## src/rtl/mul_div_unit.sv

```systemverilog
`default_nettype none
// ============================================================================
// Module   : mul_div_unit
// Purpose  : Iterative HI/LO multiply/divide unit (MULT/MULTU/DIV/DIVU, MTHI/MTLO).
//            Optional macro MDU_FAST_MULT_EN: single-cycle multiplies.
// Revision : 1.0
// ============================================================================
module mul_div_unit (
   input  logic        Clock,
   input  logic        nReset,
   input  logic        Start,
   input  logic [1:0]  Op,
   input  logic [31:0] A,
   input  logic [31:0] B,
   input  logic        MTHI,
   input  logic        MTLO,
   input  logic [31:0] WData,
   input  logic        ReadHiLo,
   output logic [31:0] Hi,
   output logic [31:0] Lo,
   output logic        Busy,
   output logic        Stall
);

   typedef enum logic [1:0] {
      IDLE = 2'd0,
      RUN  = 2'd1,
      FIX  = 2'd2
   } state_t;

   localparam logic [4:0] c_lastStep = 5'd31;

   state_t      r_state;
   logic [4:0]  r_count;
   logic [31:0] r_accHi;
   logic [31:0] r_accLo;
   logic [31:0] r_operand;
   logic        r_isDiv;
   logic        r_negQ;
   logic        r_negR;
   logic        r_divZero;
   logic [31:0] r_hi;
   logic [31:0] r_lo;

   logic        w_signedOp;
   logic [31:0] w_absA;
   logic [31:0] w_absB;
   logic [32:0] w_sum;
   logic [32:0] w_shiftR;
   logic [32:0] w_diff;
   logic [63:0] w_prod;
   logic [63:0] w_prodFix;
   logic [31:0] w_quot;
   logic [31:0] w_rem;

   assign w_signedOp = ~Op[0];
   assign w_absA     = (w_signedOp && A[31]) ? -A : A;
   assign w_absB     = (w_signedOp && B[31]) ? -B : B;

   // Multiply step adds the multiplicand into the upper half; divide step
   // trial-subtracts the divisor from the partial remainder shifted left.
   assign w_sum      = {1'b0, r_accHi} + {1'b0, r_operand};
   assign w_shiftR   = {r_accHi, r_accLo[31]};
   assign w_diff     = w_shiftR - {1'b0, r_operand};

   assign w_prod     = {r_accHi, r_accLo};
   assign w_prodFix  = r_negQ ? -w_prod : w_prod;
   assign w_quot     = r_divZero ? 32'hFFFF_FFFF : (r_negQ ? -r_accLo : r_accLo);
   assign w_rem      = r_negR ? -r_accHi : r_accHi;

`ifdef MDU_FAST_MULT_EN
   logic [63:0] w_fastProd;
   assign w_fastProd = Op[0] ? ({32'b0, A} * {32'b0, B})
                             : ($signed({{32{A[31]}}, A}) * $signed({{32{B[31]}}, B}));
`endif

   always_ff @(posedge Clock or negedge nReset) begin
      if (!nReset) begin
         r_state   <= IDLE;
         r_count   <= 5'd0;
         r_accHi   <= 32'd0;
         r_accLo   <= 32'd0;
         r_operand <= 32'd0;
         r_isDiv   <= 1'b0;
         r_negQ    <= 1'b0;
         r_negR    <= 1'b0;
         r_divZero <= 1'b0;
         r_hi      <= 32'd0;
         r_lo      <= 32'd0;
      end else begin
         case (r_state)
            IDLE: begin
               if (Start) begin
`ifdef MDU_FAST_MULT_EN
                  if (!Op[1]) begin
                     {r_hi, r_lo} <= w_fastProd;
                  end else
`endif
                  begin
                     r_count   <= 5'd0;
                     r_isDiv   <= Op[1];
                     r_negQ    <= w_signedOp & (A[31] ^ B[31]);
                     r_negR    <= w_signedOp & A[31];
                     r_divZero <= Op[1] & (B == 32'd0);
                     r_accHi   <= 32'd0;
                     // Dividend or multiplier sits in the low half and is shifted out.
                     r_accLo   <= Op[1] ? w_absA : w_absB;
                     r_operand <= Op[1] ? w_absB : w_absA;
                     r_state   <= RUN;
                  end
               end else begin
                  if (MTHI) r_hi <= WData;
                  if (MTLO) r_lo <= WData;
               end
            end
            RUN: begin
               if (r_isDiv) begin
                  if (!w_diff[32]) begin
                     r_accHi <= w_diff[31:0];
                     r_accLo <= {r_accLo[30:0], 1'b1};
                  end else begin
                     r_accHi <= w_shiftR[31:0];
                     r_accLo <= {r_accLo[30:0], 1'b0};
                  end
               end else if (r_accLo[0]) begin
                  {r_accHi, r_accLo} <= {w_sum, r_accLo[31:1]};
               end else begin
                  {r_accHi, r_accLo} <= {1'b0, r_accHi, r_accLo[31:1]};
               end
               r_count <= r_count + 5'd1;
               if (r_count == c_lastStep) r_state <= FIX;
            end
            FIX: begin
               if (r_isDiv) begin
                  r_hi <= w_rem;
                  r_lo <= w_quot;
               end else begin
                  {r_hi, r_lo} <= w_prodFix;
               end
               r_state <= IDLE;
            end
            default: r_state <= IDLE;
         endcase
      end
   end

   assign Hi    = r_hi;
   assign Lo    = r_lo;
   assign Busy  = (r_state != IDLE);
   assign Stall = Busy & (Start | ReadHiLo | MTHI | MTLO);

endmodule
`default_nettype wire

```

## config.mk

```make
export PLATFORM = sky130hd
export DESIGN_NAME = mul_div_unit
export DESIGN_NICKNAME = d
export VERILOG_FILES = /design/src/rtl/mul_div_unit.sv
export SDC_FILE = /design/constraint.sdc
export NUM_CORES = 1
export LEC_CHECK = 0
export ABC_AREA = 1
export BUFFER_PORTS_ARGS = -buffer_cell sky130_fd_sc_hd__buf_2
export CORE_MARGIN = 1.5
export CORE_UTILIZATION = 25
export DETAILED_ROUTE_END_ITERATION = 8
export SLEW_MARGIN = 30
export SYNTH_ARGS = -nofsm -noshare
export SYNTH_HDL_FRONTEND = slang
export SYNTH_SLANG_ARGS = --single-unit
export TNS_END_PERCENT = 50
```

## constraint.sdc

```tcl
create_clock -name Clock -period 3.4 [get_ports Clock]
set_input_delay 0.17 -clock Clock [delete_from_list [all_inputs] [get_ports Clock]]
set_output_delay 0.17 -clock Clock [all_outputs]
set_load 0.1 [all_outputs]
```

==> results of run 1 <==
==> cell families (layout without fill, tap and decap cells) <==
| logic type | Yosys count | in the layout | synth area share, % |
|---|---|---|---|
| DFF | 171 | 171 | 24.0 |
| buffers and inverters | 498 | 684 | 10.8 |
| and+or+nand+nor | 1722 | 1722 | 40.4 |
| AOI/OAI and AO/OA | 526 | 526 | 16.3 |
| xor gates and xnor gates | 71 | 71 | 3.48 |
| adders and majority gates | 72 | 72 | 5.13 |
==> cell usage in the layout, fill, tap and decap left out, types with 3 or more instances in the layout <==
cell type / n
a21boi_0: 10
a21o_1: 3
a21oi_1: 247
a22oi_1: 16
a31oi_1: 9
buf_2: 168
buf_4: 69
clkbuf_16: 17
clkinv_1: 3
clkinv_8: 8
dfrtp_1: 170
dlygate4sd3_1: 20
ha_1: 70
inv_1: 378
inv_2: 12
inv_8: 4
nand2_1: 947
nand2_2: 4
nand3_1: 304
nand3b_1: 20
nand4_1: 47
nor2_1: 333
nor2_2: 5
nor2_4: 3
nor3_1: 34
nor4_1: 3
o211ai_1: 42
o21ai_0: 157
o21ai_1: 14
o21bai_1: 7
o221ai_1: 5
or2_2: 12
xnor2_1: 19
xor2_1: 52
==> worst max path at each step <==
stage	from	endpoint	slack, ps	cells after the start
after floorplan	r_accLo[0]	Hi[22]	910	13
after global placement	r_accLo[31]	r_accHi[20]	570	19
after detailed placement	r_accLo[31]	r_accHi[18]	490	19
after CTS	r_accLo[31]	r_accHi[18]	470	19
after global routing	r_accLo[31]	r_accHi[17]	190	19
final	r_accLo[31]	r_accHi[19]	450	19
==> worst register-to-register path, delay by kind of cell (launching register included) <==
family,cells,cell delay (ps)
fa+ha+maj,2,610
buf+inv,3,380
flops,1,440
simple gates,14,1410
==> what timing repair did <==
action / CTS / global route
hold buffers: 20 / 0
gates resized for setup: 0 / 0
hold endpoints to repair: 112 / 0
==> final cells by class <==
cell class / count / area, um2
Timing Repair Buffer: 258 / 1570
Clock inverter: 15 / 209
Fill cell: 8019 / 49600
Multi-Input combinational cell: 2391 / 11700
Tap cell: 940 / 1180
Sequential cell: 171 / 4280
Clock buffer: 17 / 425
Inverter: 394 / 1480
==> registers in the layout, summed over array words and instances (netlist names), 2 cells and up <==
name       cells
Hi            32
Lo            32
r_accHi       32
r_accLo       32
r_operand     32
r_count        5
r_state        2
==> metal layers <==
| metal | wire length [um] | share of wire, % | GRT usage, % |
|---|---|---|---|
| met3 | 7000 | 8.7 | 3.33 |
| met4 | 2530 | 3.1 | 6.78 |
| met5 | 8 | 0.010 | 0 |
| met1 | 37800 | 47 | 32.4 |
| met2 | 32900 | 41 | 30.7 |
==> stage by stage <==
stage / util [%] / cells / worst slack, ps / cell area, um2 / hold slack, ps
2_1_floorplan: - / 3060 / 911 / 17900 / -126
3_3_place_gp: 28.4 / 4134 / 570 / 20000 / 301
3_5_place_dp: 28.4 / 4134 / 487 / 20000 / 307
4_1_cts: 29.6 / 4186 / 470 / 20800 / 0.812
5_1_grt: 29.6 / 4186 / 194 / 20800 / 58.0
6_report: 29.6 / 4186 / 454 / 20800 / 46.5
==> synth_stat cells, types with 19 or more instances <==
cell type,instances,share of area [%]
nand2_1,947,20
o211ai_1,42,1.8
xnor2_1,19,0.93
a21oi_1,247,6.9
ha_1,70,4.9
nand4_1,47,1.6
nand3_1,304,8.5
dfrtp_1,171,24
nor3_1,34,0.95
xor2_1,52,2.6
nor2_1,336,7.1
clkbuf_1,75,1.6
inv_1,381,8.0
o21ai_0,157,4.4
nand3b_1,20,0.84
==> key figures, run 1 <==
Logic synthesis
  • Syn avg cell area: approximately 6 um2
  • Post-synth EDFFs: 0
  • Dominant synthesized flop cell: dfrtp_1
  • Area of the mapped netlist: around 18,000 um2
  • Sequential area share after synthesis: between 20% and 30%
  • Syn Nets: 3,236
  • Unique masters post-synth: 52
  • Synthesis Warnings: 0
  • FF+latch count, synth: between 150 and 200
  • Ys async rst share: 100%
  • Mapped Cells: ~3,100

Detailed routing
  • DR pass1 iterations: 8
  • Vias/cell: approximately 5
  • Drt drc: 0
  • Vias: 21,300
  • Wire per inst: around 19 um
  • Initial drt markers: between 2,000 and 3,000
  • Final wirelength: around 80,000 um
  • Final ANT Viol Nets: 0

STA
  • Final setup viols: 0
  • Fmax: around 340 MHz
  • Hold Violations, Final: 0
  • Worst slew margin: 28.1%
  • Setup TNS: 0 ps
  • Slew of the pin with the lowest slew margin: about 1100 ps
  • Period utilization: between 80% and 90%
  • RSZ-0062 raised after global routing: no
  • Fin. max-slew vios: 0
  • Final Skew: ~23 ps
  • Fin crit period: 2950 ps

Global routing
  • Vias in the first global route: 18,800
  • Largest net degree at the start of global routing: 85
  • Gr usage total: between 20% and 30%
  • First-pass GRT wire length: 119,000 um
  • GRT overflow: 0
  • Initial antenna violation count: 3

CTS
  • Reg clk slew, reported paths: about 80 ps
  • Cts bufs inserted: 17
  • CTS Sinks: 171
  • Clock buffer depth: 2
  • TritonCTS clock tree: built
  • Root buf cell: clkbuf_16
  • H-tree levels: 4
  • Clk_lat worst skew: between 500 and 600 ps
  • Post-CTS Setup Bufs: 0

Die
  • Die W: between 200 and 300 um
  • FP Rows: slightly below 100
  • I/O pin count: 170
  • Core area: slightly above 70,000 um2
  • Die footprint: around 73,000 um2
  • Die H: about 270 um
  • Initial Util: about a quarter

Hold path
  • Hold Path Depth: 3
  • HP Class: in2reg
  • WHS Endpoint: Hi[3]
  • Hold path start: WData[3]

Final layout
  • Number of diodes: 0
  • Layout cell share with drive strength beyond 1: roughly 9.8%
  • Final-stage net count: 3,409
  • Synthesis-to-finish area growth: 16.6%

Setup path
  • Worst Setup Start Kind: flop
  • Reg2Reg Depth: 19
  • Crit. End Element: flop
  • CP required: 3780 ps
  • Slowest-stage cell, CP: dfrtp_1
  • Worst path max stage delay: 440 ps
  • R2R setup slack: 450 ps
  • Peak fanout along the critical path: 43
  • WP data arrival: 3330 ps
  • Top delay family on crit path: simple AND/OR/NAND/NOR gates
  • Crit path kind: reg2reg
  • Critical path cell sequence: inv_1 > ha_1 > fa_1 > inv_1 > nand2_1 > nand2_1 > nand3_1 > nand2_1 > nand2_1 > nand2_1 > nand2_4 > nand2_2 > nand2_4 > nand2_8 > inv_4 > nand2_1 > nand3_1 > nand2_1 > nand2_1
  • CP most frequent cell: nand2_1
  • CP Buf/Inv Count: 3
  • FF-to-FF End: r_accHi[19]
  • FF-to-FF Start: r_accLo[31]

Placed design
  • Port bufs: approximately 170
  • Gpl congestion: ~1.0
  • Hpwl dp: between 60,000 and 70,000 um

Run
  • Max-cap violation count: 0

Outcome
  • Outcome: completed
Power of run 1 is not shown: default switching activity piles up to over one toggle a cycle in this logic, so the estimate is an artifact.
==> run 2: changes to the inputs <==
- ABC_AREA: 1 -> 0
==> run 2 against run 1 <==
Critical path type unchanged. Sequential share of layout area increased by 3.1 points. Register-to-register slack worse by 290 ps. Synthesized area is 15% lower.
==> key figures, run 2 <==
Setup path
  • Crit path depth: 11
  • WP data arrival: ~3600 ps
  • R2R setup slack: between 150 and 200 ps
  • Crit. End Element: flop
  • Worst Setup SP: r_operand[30]
  • FF-to-FF End: r_accHi[9]
  • CP Buf/Inv Count: 2
  • End of the critical path: r_accHi[9]
  • Slowest-stage cell, CP: or3_1
  • Crit path kind: reg2reg
  • Worst path max stage delay: between 400 and 500 ps
  • CP required: around 3800 ps
  • Worst Setup Start Kind: flop
  • FF-to-FF Start: r_operand[30]
  • Peak fanout along the critical path: 6
  • Top delay family on crit path: simple AND/OR/NAND/NOR gates
  • Reg2Reg Depth: 11
  • Critical path cell sequence: inv_1 > ha_1 > nand4_1 > or3_1 > nor4_1 > or4_1 > nor3_2 > nor2_2 > buf_4 > mux2_2 > a221o_1

STA
  • Fmax: between 300 and 400 MHz
  • Hold Violations, Final: 0
  • Worst slew margin: between 40% and 50%
  • RSZ-0062 raised after global routing: no
  • Slew of the pin with the lowest slew margin: roughly 880 ps
  • Fin. max-slew vios: 0
  • Fin crit period: 3230 ps
  • Final setup viols: 0
  • Period utilization: 95.1%
  • Hold Slack: just over 30 ps
  • Final Skew: 15.0 ps
  • Setup TNS: 0 ps

CTS
  • Cts bufs inserted: 17
  • H-tree levels: 4
  • Reg clk slew, reported paths: approximately 70 ps
  • TritonCTS clock tree: built
  • Root buf cell: clkbuf_16
  • Clock buffer depth: 2
  • CTS Sinks: 171
  • Clk_lat worst skew: around 470 ps

Logic synthesis
  • Post-synth EDFFs: 0
  • Synthesis Warnings: 0
  • Area leader, netlist: dfrtp_1
  • Synthesized-area fraction occupied by xor and xnor cells: a little under a tenth
  • Adder-Cell Fraction of Synth Area: about 6.1%
  • Syn Nets: about 2,100
  • Ys async rst share: between 90% and 100%
  • Largest family of logic cells by synthesized area: compound AO/OA/AOI/OAI gates
  • Sequential area share after synthesis: about 28%
  • Area of the mapped netlist: between 15,000 and 20,000 um2
  • Top post-synthesis cells by area: dfrtp_1, o21ai_0, a21oi_1, xnor2_1, ha_1
  • Compound-cell area share of the yosys netlist: 28.6%
  • Yosys top cell area share: between 20% and 30%
  • Mapped Cells: ~1,900
  • Post-synthesis simple-gate area fraction: between 15 and 20%
  • Mux share of post-synthesis cell area: 4.43%
  • Syn avg cell area: around 7.8 um2
  • Dominant synthesized flop cell: dfrtp_1
  • Count leader, synth: nand2_1
  • Synth cell count leaders: nand2_1, o21ai_0, a21oi_1
  • Unique masters post-synth: a little under 80
  • FF+latch count, synth: 171

Detailed routing
  • Wire per inst: 21.5 um
  • Vias: 16,100
  • Drt drc: 0
  • Vias/cell: about 5.5
  • Final wirelength: approximately 63,000 um
  • DR pass1 iterations: 6
  • Initial drt markers: between 1,500 and 2,000
  • Final ANT Viol Nets: 0

Final layout
  • Commonest non-fill, non-tap cell in the layout: nand2_1
  • Finished Layout Cells: ~2,900
  • Final-stage net count: around 2,300
  • Fillers: ~6,300
  • Layout cell share with drive strength beyond 1: ~17%
  • Synthesis-to-finish area growth: 19.9%
  • Leading cell types in the layout, fill and taps excluded: nand2_1, o21ai_0, a21oi_1, dfrtp_1, buf_2

Die
  • Die W: about 250 um
  • Core area: just under 60,000 um2
  • Initial Util: 25.5%
  • Die footprint: ~62,000 um2
  • I/O pin count: between 150 and 200
  • FP Rows: slightly below 90
  • Die H: between 200 and 250 um

Hold path
  • HP Class: in2reg
  • Hold Path Depth: 3

Global routing
  • Vias in the first global route: approximately 15,000
  • Initial antenna violation count: 9
  • Largest net degree at the start of global routing: 86
  • First-pass GRT wire length: ~95,000 um
  • Gr usage total: 19.8%
  • GRT overflow: 0

Placed design
  • Gpl congestion: 0.940
  • Port bufs: ~170
  • Inst Count DP: 2,881
  • Hpwl dp: a little over 50,000 um

Outcome
  • Outcome: completed

Run
  • Max-cap violation count: 0
run 2: cell types whose count changed in the layout (fill, tap and decap cells not counted), moves of 31 or more:
| cell | delta |
|---|---|
| nand2_1 | -738 |
| inv_1 | -320 |
| nand3_1 | -269 |
| nor2_1 | -188 |
| xnor2_1 | +87 |
| a21oi_1 | -61 |
| mux2i_1 | +59 |
| a211oi_1 | +57 |
| buf_4 | +51 |
| o21ai_0 | +44 |
| a21o_1 | +40 |
| nand4_1 | -35 |
| o22ai_1 | +31 |
run 2: worst reg2reg max path: cells and delay by family, from the launching register on:
kind                       cells  cell delay (ps)
and+or+nand+nor                6             1480
DFF                            1              410
adders and majority gates      1              370
muxes                          1              330
AOI/OAI and AO/OA              1              310
buffers and inverters          2              220
run 2: kinds of logic (layout without fill, tap and decap cells):
kind of cell               after synthesis  after routing
and+or+nand+nor                        583            583
xor gates and xnor gates               164            164
other                                    0              4
DFF                                    171            171
buffers and inverters                  187            390
adders and majority gates               72             72
muxes                                   66             66
AOI/OAI and AO/OA                      700            700
run 2: metrics by stage:
stage          instance area [um2]  setup WS (ps)  util [%]
3_5_place_dp                 17500            125      29.4
3_3_place_gp                 17500            117      29.4
4_1_cts                      18100           94.8      30.5
6_report                     18100            166      30.5
2_1_floorplan                15100            193         -
5_1_grt                      18100           20.2      30.5
run 2: repair_timing:
action,4_1_cts,5_1_grt
hold buffers,7,0
setup endpoints to repair,0,13
hold endpoints to repair,70,0
setup buffers,0,0
gates resized for setup,0,6
run 2: cell type report:
class,instances,area (um2),share of cell area [%]
tap,773,967,5.34
timing repair buffer,300,1900,10.5
clock buffer,17,425,2.35
multi-input combinational,1585,10200,56.2
sequential,171,4280,23.6
antenna,4,10.0,0.0552
inverter,59,221,1.22
clock inverter,14,135,0.746
run 2: how the worst min path moves through the flow:
| stage | start | end | slack, ps |
|---|---|---|---|
| detailed placement | nReset | Hi[14] | 230 |
| floorplan | nReset | Hi[0] | -130 |
| finish | WData[29] | Hi[29] | 30 |
| CTS | WData[7] | Hi[7] | 10 |
| global placement | nReset | Hi[21] | 230 |
| global route | WData[24] | Hi[24] | 40 |
run 2: routing by layer:
layer | vias to the layer above | global-route usage [%] | share of wire, %
li1 | 7516 | - | -
met1 | 7756 | 27.7 | 46
met2 | 692 | 30.6 | 44
met3 | 91 | 3.65 | 7.8
met4 | 10 | 6.66 | 2.9
met5 | - | 0 | 0.11
Power of run 2 is left out for the same reason.
